**src/rtl/cpu_pipe_pkg.sv**
```systemverilog
// Shared types for the pipeline hazard controller: FSM states, shadow-slot layout,
// and the register-match helper used by the scoreboard comparators.
package cpu_pipe_pkg;

  typedef enum logic [1:0] {
    RUN   = 2'd0,
    DRAIN = 2'd1,
    HALT  = 2'd2
  } state_t;

  typedef struct packed {
    logic       valid;
    logic [4:0] rd;
    logic       wr;
  } slot_t;

  localparam logic [4:0] X0     = 5'd0;
  localparam slot_t      BUBBLE = '{valid: 1'b0, rd: X0, wr: 1'b0};

  // True when an in-flight slot will write register r (x0 never counts).
  function automatic logic slot_hit(input slot_t s, input logic [4:0] r);
    return s.valid && s.wr && (s.rd == r) && (r != X0);
  endfunction

endpackage

```
**src/rtl/hazard_scoreboard.sv**
```systemverilog
// Three-slot shadow of the EX/MEM/WB destination registers and the RAW
// comparators against the instruction currently held in ID.
module hazard_scoreboard
  import cpu_pipe_pkg::*;
#(
  parameter bit WB_BYPASS = 1'b1
) (
  input  logic       clk,
  input  logic       reset,
  input  logic       run,
  input  logic       id_valid,
  input  logic [4:0] id_rs1,
  input  logic [4:0] id_rs2,
  input  logic       id_use_rs1,
  input  logic       id_use_rs2,
  input  logic [4:0] id_rd,
  input  logic       id_reg_write,
  input  logic       branch_taken,
  output logic       stall
);

  slot_t ex_slot;
  slot_t mem_slot;
  slot_t wb_slot;
  logic  hazard;
  logic  issue;

  always_comb begin
    hazard = 1'b0;
    if (id_use_rs1 && (slot_hit(ex_slot, id_rs1) || slot_hit(mem_slot, id_rs1) ||
                       (!WB_BYPASS && slot_hit(wb_slot, id_rs1))))
      hazard = 1'b1;
    if (id_use_rs2 && (slot_hit(ex_slot, id_rs2) || slot_hit(mem_slot, id_rs2) ||
                       (!WB_BYPASS && slot_hit(wb_slot, id_rs2))))
      hazard = 1'b1;
  end

  assign stall = id_valid && run && hazard;
  assign issue = id_valid && !stall && !branch_taken && run;

  always_ff @(posedge clk) begin
    if (reset) begin
      ex_slot  <= BUBBLE;
      mem_slot <= BUBBLE;
      wb_slot  <= BUBBLE;
    end else if (branch_taken) begin
      // The branch itself sits in MEM and survives into WB; younger work is squashed.
      ex_slot  <= BUBBLE;
      mem_slot <= BUBBLE;
      wb_slot  <= mem_slot;
    end else begin
      ex_slot  <= issue ? '{valid: 1'b1, rd: id_rd, wr: id_reg_write} : BUBBLE;
      mem_slot <= ex_slot;
      wb_slot  <= mem_slot;
    end
  end

endmodule

```
**src/rtl/pipeline_hazard_controller.sv**
```systemverilog
// Sequencing controller for the 5-stage no-forwarding pipeline: stall/flush
// generation, end-of-program drain/halt FSM and saturating event counters.
module pipeline_hazard_controller
  import cpu_pipe_pkg::*;
#(
  parameter bit          WB_BYPASS = 1'b1,
  parameter int unsigned CNT_W     = 32
) (
  input  logic             clk,
  input  logic             reset,
  input  logic             id_valid,
  input  logic             id_nop,
  input  logic [4:0]       id_rs1,
  input  logic [4:0]       id_rs2,
  input  logic             id_use_rs1,
  input  logic             id_use_rs2,
  input  logic [4:0]       id_rd,
  input  logic             id_reg_write,
  input  logic             branch_taken,
  input  logic             wb_valid,
  input  logic             wb_nop,
  output logic             pc_en,
  output logic             if_id_en,
  output logic             if_id_flush,
  output logic             id_ex_flush,
  output logic             ex_mem_flush,
  output logic             halted,
  output logic [1:0]       state,
  output logic [CNT_W-1:0] stall_count,
  output logic [CNT_W-1:0] flush_count
);

  state_t state_q;
  logic   run;
  logic   stall;
  logic   flush_evt;

  assign run       = (state_q == RUN);
  assign flush_evt = branch_taken && (state_q != HALT);
  assign state     = state_q;

  hazard_scoreboard #(
    .WB_BYPASS (WB_BYPASS)
  ) u_scoreboard (
    .clk          (clk),
    .reset        (reset),
    .run          (run),
    .id_valid     (id_valid),
    .id_rs1       (id_rs1),
    .id_rs2       (id_rs2),
    .id_use_rs1   (id_use_rs1),
    .id_use_rs2   (id_use_rs2),
    .id_rd        (id_rd),
    .id_reg_write (id_reg_write),
    .branch_taken (branch_taken),
    .stall        (stall)
  );

  always_ff @(posedge clk) begin
    if (reset) begin
      state_q     <= RUN;
      stall_count <= '0;
      flush_count <= '0;
    end else begin
      case (state_q)
        RUN: begin
          if (id_valid && id_nop && !stall && !branch_taken)
            state_q <= DRAIN;
        end
        DRAIN: begin
          if (branch_taken)
            state_q <= RUN;
          else if (wb_valid && wb_nop)
            state_q <= HALT;
        end
        HALT:    state_q <= HALT;
        default: state_q <= RUN;
      endcase
      if (flush_evt && (flush_count != '1))
        flush_count <= flush_count + 1'b1;
      if (stall && !branch_taken && (stall_count != '1))
        stall_count <= stall_count + 1'b1;
    end
  end

  // Enables depend on the same-cycle hazard, so they decode combinationally
  // from the registered state rather than being registered themselves.
  always_comb begin
    pc_en        = 1'b1;
    if_id_en     = 1'b1;
    if_id_flush  = 1'b0;
    id_ex_flush  = 1'b0;
    ex_mem_flush = 1'b0;
    halted       = 1'b0;
    if (reset || state_q == HALT) begin
      pc_en        = 1'b0;
      if_id_en     = 1'b0;
      if_id_flush  = 1'b1;
      id_ex_flush  = 1'b1;
      ex_mem_flush = 1'b1;
      halted       = !reset;
    end else if (branch_taken) begin
      if_id_flush  = 1'b1;
      id_ex_flush  = 1'b1;
      ex_mem_flush = 1'b1;
    end else if (state_q == DRAIN || stall) begin
      pc_en       = 1'b0;
      if_id_en    = 1'b0;
      id_ex_flush = 1'b1;
    end
  end

endmodule

```
**config.mk**
```make
export PLATFORM = sky130hd
export DESIGN_NAME = pipeline_hazard_controller
export DESIGN_NICKNAME = d
export VERILOG_FILES = /design/src/rtl/cpu_pipe_pkg.sv /design/src/rtl/hazard_scoreboard.sv /design/src/rtl/pipeline_hazard_controller.sv
export SDC_FILE = /design/constraint.sdc
export NUM_CORES = 1
export LEC_CHECK = 0
export BUFFER_PORTS_ARGS = -buffer_cell sky130_fd_sc_hd__buf_2
export CAP_MARGIN = 20
export CORE_MARGIN = 8
export CORE_UTILIZATION = 58
export CTS_BUF_LIST = sky130_fd_sc_hd__clkbuf_4 sky130_fd_sc_hd__clkbuf_8 sky130_fd_sc_hd__clkbuf_16
export CTS_CLUSTER_DIAMETER = 200
export DETAILED_ROUTE_END_ITERATION = 8
export GPL_TIMING_DRIVEN = 0
export PLACE_DENSITY = 0.85
export SYNTH_ARGS = -nofsm -noshare
export SYNTH_HDL_FRONTEND = slang
export SYNTH_SLANG_ARGS = --single-unit
```
**constraint.sdc**
```tcl
create_clock -name clk -period 3.9 [get_ports clk]
set_input_delay 0.78 -clock clk [delete_from_list [all_inputs] [get_ports clk]]
set_output_delay 0.78 -clock clk [all_outputs]
set_load 0.03 [all_outputs]
```
=== After elaboration in Yosys (flattened, before gate mapping) ===
Index checks and enable logic that the tools add are counted.

* Register bits after elaboration: 80
* Bits of input ports: 25
* Logic and storage cells: 77

* $add $sub $neg: 2
* Equal/unequal tests: 11
* Multiplexer cells: 16
* Bitwise logic cells: 1
* Reductions and logical operators: 38

{| class="wikitable"
|+ Operator list
! operator !! number
|-
| adder 32 x 1 -> 32 bit (second input constant) || 2
|-
| != test 32 bit (second input constant) || 2
|-
| logical AND 1 bit || 25
|-
| equality test 5 bit || 4
|-
| 2-to-1 mux 1 bit || 11
|-
| nonzero test 5 bit || 2
|-
| 2-to-1 mux 7 bit || 1
|-
| 2-to-1 mux 2 bit || 3
|-
| case mux 2 bit (3 select lines) || 1
|-
| logical OR 1 bit || 4
|-
| != test 2 bit (second input constant) || 2
|-
| logical NOT 1 bit || 3
|-
| != test 3 bit (second input constant) || 1
|-
| OR reduction 3 bit || 1
|-
| equality test 2 x 1 -> 1 bit (second input constant) || 1
|-
| equality test 2 bit (second input constant) || 1
|-
| logical NOT 2 bit || 1
|-
| AND reduction 2 bit || 1
|-
| OR reduction 2 bit || 1
|-
| inverter 1 bit || 1
|}

=== Longest topological paths before layout ===
* Depth after elaboration: 14
* Mapped depth: 8

=== Modules after synthesis ===
Synthesis repeated with hierarchy kept, for this count alone.

* Cells, all modules: 483
* Area total of the unflattened synthesis: 4093.9 um^2

{| class="wikitable"
|+ Modules (own cells, without submodules)
! module !! times used !! cells each !! area each (um^2) !! sequential area each (um^2)
|-
| pipeline_hazard_controller || 1 || 408 || 3393.3 || 1321.3
|-
| hazard_scoreboard || 1 || 75 || 700.7 || 280.3
|}

=== Worst setup path after synthesis ===
OpenSTA, ideal clock, no wires.

* Path kind: input to output
* Start point: input id_rs2[1]
* End point: output pc_en
* Arrival: 3115 ps
* Required time: 3120 ps
* Slack: 5 ps
* Cell stages on the path: 6
* Buffers on the path: 1
* Path through: or4_1 -> o21ai_0 -> or2b_1 -> o32ai_1 -> nor4_1 -> buf_4

* Word-level cells in the longest chain between the ends: 11
* Elaborated cells on any way between the ends: 15
* Classes of those cells: eq/ne (2); mux (4); reduce/logical (9)

{| class="wikitable"
|+ Ends and longest elaborated chain
! item !! line !! source
|-
| from (decl) || pipeline_hazard_controller.sv:14 || <nowiki>input logic [4:0] id_rs2,</nowiki>
|-
| equality test 5 bit || cpu_pipe_pkg.sv:22 || <nowiki>return s.valid && s.wr && (s.rd == r) && (r != X0);</nowiki>
|-
| logical AND 1 bit (2 in a row) || cpu_pipe_pkg.sv:22 ||
|-
| logical OR 1 bit (*) || hazard_scoreboard.sv:33 || <nowiki>if (id_use_rs2 && (slot_hit(ex_slot, id_rs2) || slot_hit(mem_slot, id_rs2) ||</nowiki>
|-
| logical AND 1 bit (*) || hazard_scoreboard.sv:33 ||
|-
| 2-to-1 mux 1 bit (*) || hazard_scoreboard.sv:33 ||
|-
| logical AND 1 bit (*) || hazard_scoreboard.sv:38 || <nowiki>assign stall = id_valid && run && hazard;</nowiki>
|-
| logical OR 1 bit (*) || pipeline_hazard_controller.sv:106 || <nowiki>end else if (state_q == DRAIN || stall) begin</nowiki>
|-
| 2-to-1 mux 1 bit (*) (3 in a row) || -- ||
|-
| to (decl) || pipeline_hazard_controller.sv:22 || <nowiki>output logic pc_en,</nowiki>
|}

Every way passes the cells marked *; elsewhere a longest branch is shown, timed or not.

=== Worst setup path in the final report ===
* Start point: input id_rs2[1]
* End point: output pc_en

* Word-level cells in the longest chain between the ends: 11
* Elaborated cells on any way between the ends: 15
* Classes of those cells: eq/ne (2); mux (4); reduce/logical (9)

{| class="wikitable"
|+ Ends and longest elaborated chain
! item !! line !! source
|-
| equality test 5 bit || cpu_pipe_pkg.sv:22 ||
|-
| logical AND 1 bit (2 in a row) || cpu_pipe_pkg.sv:22 ||
|-
| logical OR 1 bit (*) || hazard_scoreboard.sv:33 ||
|-
| logical AND 1 bit (*) || hazard_scoreboard.sv:33 ||
|-
| 2-to-1 mux 1 bit (*) || hazard_scoreboard.sv:33 ||
|-
| logical AND 1 bit (*) || hazard_scoreboard.sv:38 ||
|-
| logical OR 1 bit (*) || pipeline_hazard_controller.sv:106 ||
|-
| 2-to-1 mux 1 bit (*) || pipeline_hazard_controller.sv:106 ||
|-
| 2-to-1 mux 1 bit (*) || pipeline_hazard_controller.sv:102 || <nowiki>end else if (branch_taken) begin</nowiki>
|-
| 2-to-1 mux 1 bit (*) || pipeline_hazard_controller.sv:95 || <nowiki>if (reset || state_q == HALT) begin</nowiki>
|}

Marked as above.

==> impl_metrics.json <==
{
  "cts_tree": "built",
  "relSlewSlack": 0.310,
  "cts.htree.levels": 3,
  "finalClockSkew_ps": 9.48,
  "hpwl_um": 8240,
  "fin_crit_sh": 0.945,
  "cts_resized": 0,
  "synthCells": 493,
  "synthArstFlopShare": 0,
  "vias_per_cell": 5.94,
  "finalNetCount": 626,
  "ys_warn_count": 0,
  "startpoint_type": "primary input",
  "hold_viol_final": 0,
  "avgSynthCellArea_um2": 8.26,
  "clockRootBuffer": "clkbuf_8",
  "antenna_found_initial": 0,
  "die_y_um": 99.8,
  "syn_to_final_growth_pct": 20.0,
  "wl_per_cell_um": 16.2,
  "cts_buffers": 9,
  "yosys.area_share.simple": 0.338,
  "multiInputGateArea_um2": 2340,
  "synth-xor-area-share": 0.0860,
  "fp.dieArea_um2": 9960,
  "antenna_left": 0,
  "synth_top_family_by_area": "simple AND/OR/NAND/NOR gates",
  "routed_wl_um": 11300,
  "powerDensity_nw_per_um2": 326,
  "criticalPathCategory": "primary input to output port",
  "grt_pass1_vias": 4118,
  "via_count": 4150,
  "final_area_um2": 4890,
  "ys.flop_type": "dfxtp_1",
  "pre_cts_ws_ps": 130,
  "cts_sinks": 80,
  "status": "finished, final reports clean",
  "ys_seq_area_frac": 0.393,
  "fp.dieW_um": 99.8,
  "drv_slew": 0,
  "setup_violations": 0,
  "dpl-instance-area_um2": 4670,
  "hp-class": "flop to flop",
  "synth_area_um2": 4070,
  "synth.ff_latch_count": 80,
  "grt-ovfl-total": 0,
  "row_count": 30,
  "clk_latency_ps": 360,
  "first_pass_iters": 5,
  "layout_common_cells": "buf_2, dfxtp_1, nor2_1",
  "grt_pass1_wl_um": 18600,
  "clock.fmax_mhz": 271,
  "rsz0062_at_grt": "no",
  "layout-drive-gt1-share": 0.219,
  "io_buffers": 95,
  "endpoint_kind": "output port",
  "worstMarginPinSlew_ps": 1030,
  "synth_cell_types": 48,
  "core-area_um2": 6790,
  "max-cap-violations": 0,
  "nFillCells": 534,
  "layout.area.seq_um2": 1600,
  "n_antenna_cell": 0,
  "postCtsHoldBufs": 0,
  "cp.required_ps": 3120,
  "final_common_cell": "buf_2",
  "setup_slack_ps": 214,
  "synth_edf_count": 0,
  "p_leak_nw": 1.94,
  "drc_errors": 0,
  "start_util": 0.599,
  "cp.arrival_ps": 2910,
  "cts_buffer_depth": 2,
  "grt_max_degree": 14,
  "ios": 97,
  "vdd_drop_max_v": 0.000228,
  "crit_fanout": 5,
  "post_cts_buffers": 0,
  "synth_fp_nets": 520,
  "synth_mux_area_frac": 0.0249,
  "synthAdderAreaFrac": 0.00614,
  "track_usage": 0.227,
  "final.setup.tns_ps": 0,
  "clkTransAtPathRegs_ps": 80,
  "drt_iter0_markers": 267,
  "period_needed_ps": 3690,
  "synth_compound_area_frac": 0.118,
  "routabilityCongestion": 0.917
}
-- state kept, by name, summed over array words and instances (netlist names) --
register / flops
u_scoreboard.mem_slot: 7
u_scoreboard.ex_slot: 7
state: 2
stall_count: 32
flush_count: 32
-- critical path, cell delays in order --
cell and delay, ps:
buf_2 120, or4_1 540, o21ai_0 380, or2b_1 200
o32ai_1 200, nor4_2 330, buf_4 170, buf_2 180
-- Yosys cell counts, drive strengths merged, types with 5 or more instances --
library cell  count  area share
o31ai             8       0.015
inv              13       0.012
nor2             56       0.052
nand4            21       0.032
xnor2            15       0.032
and2             11       0.017
dfxtp            80        0.39
and3             10       0.015
a21oi            34       0.042
xor2             25       0.054
nor3b             5      0.0092
and4              9       0.019
o21ai            28       0.034
buf               5      0.0086
nand3            22       0.027
clkbuf           14       0.013
nand2            34       0.031
nor4             14       0.028
or3              24       0.037
mux2              9       0.025
or4              12       0.022
nor3             10       0.012
nor2b            10       0.015
-- worst paths after layout --
check	startpoint	endpoint	slack [ps]	cells past startpoint
max	id_rs2[1]	pc_en	210	8
max reg2reg	stall_count[0]	stall_count[31]	1000	7
min	u_scoreboard.ex_slot[6]	u_scoreboard.mem_slot[6]	460	1
min reg2reg	u_scoreboard.ex_slot[6]	u_scoreboard.mem_slot[6]	460	1
-- cell families after synthesis --
kind of cell / after synthesis
fa+ha+maj: 2
simple gates: 248
xor+xnor: 40
compound gates: 82
mux: 9
buf+inv: 32
flops: 80
-- per-stage QoR --
step                      hold WS, ps  cells  total power (W)   util
after floorplan                   430    493         0.000900      -
after global placement            439    684         0.000934  0.687
after detailed placement          439    684         0.000937  0.687
after CTS                         459    699          0.00160  0.719
after global routing              501    699          0.00164  0.720
final                             458    699          0.00159  0.720
-- power breakdown --
group	leakage, nW	total [W]	switching, W	internal [W]
sequential	0.645	0.000827	0.00000587	0.000822
combinational	1.18	0.0000921	0.0000600	0.0000321
clock	0.110	0.000673	0.000307	0.000365
total	1.94	0.00159	0.000373	0.00122
-- routing by layer --
| layer | GRT usage | wire (um) | up-vias |
|---|---|---|---|
| li1 | - | - | 1997 |
| met1 | 0.262 | 4640 | 1923 |
| met2 | 0.387 | 5420 | 193 |
| met3 | 0.0443 | 921 | 37 |
| met4 | 0.118 | 316 | 0 |
| met5 | 0 | 0 | - |
-- final cells by class --
type                    instances  area share
multi-input cells             381       0.479
repair buffers                 95      0.0973
clock inverters                 5      0.0169
flip-flops and latches         80       0.328
well taps                      96      0.0246
clock buffers                  10      0.0269
inverters                      13     0.00998
plain buffers                  19      0.0182
Note: power is estimated with default switching activity, not from simulation.
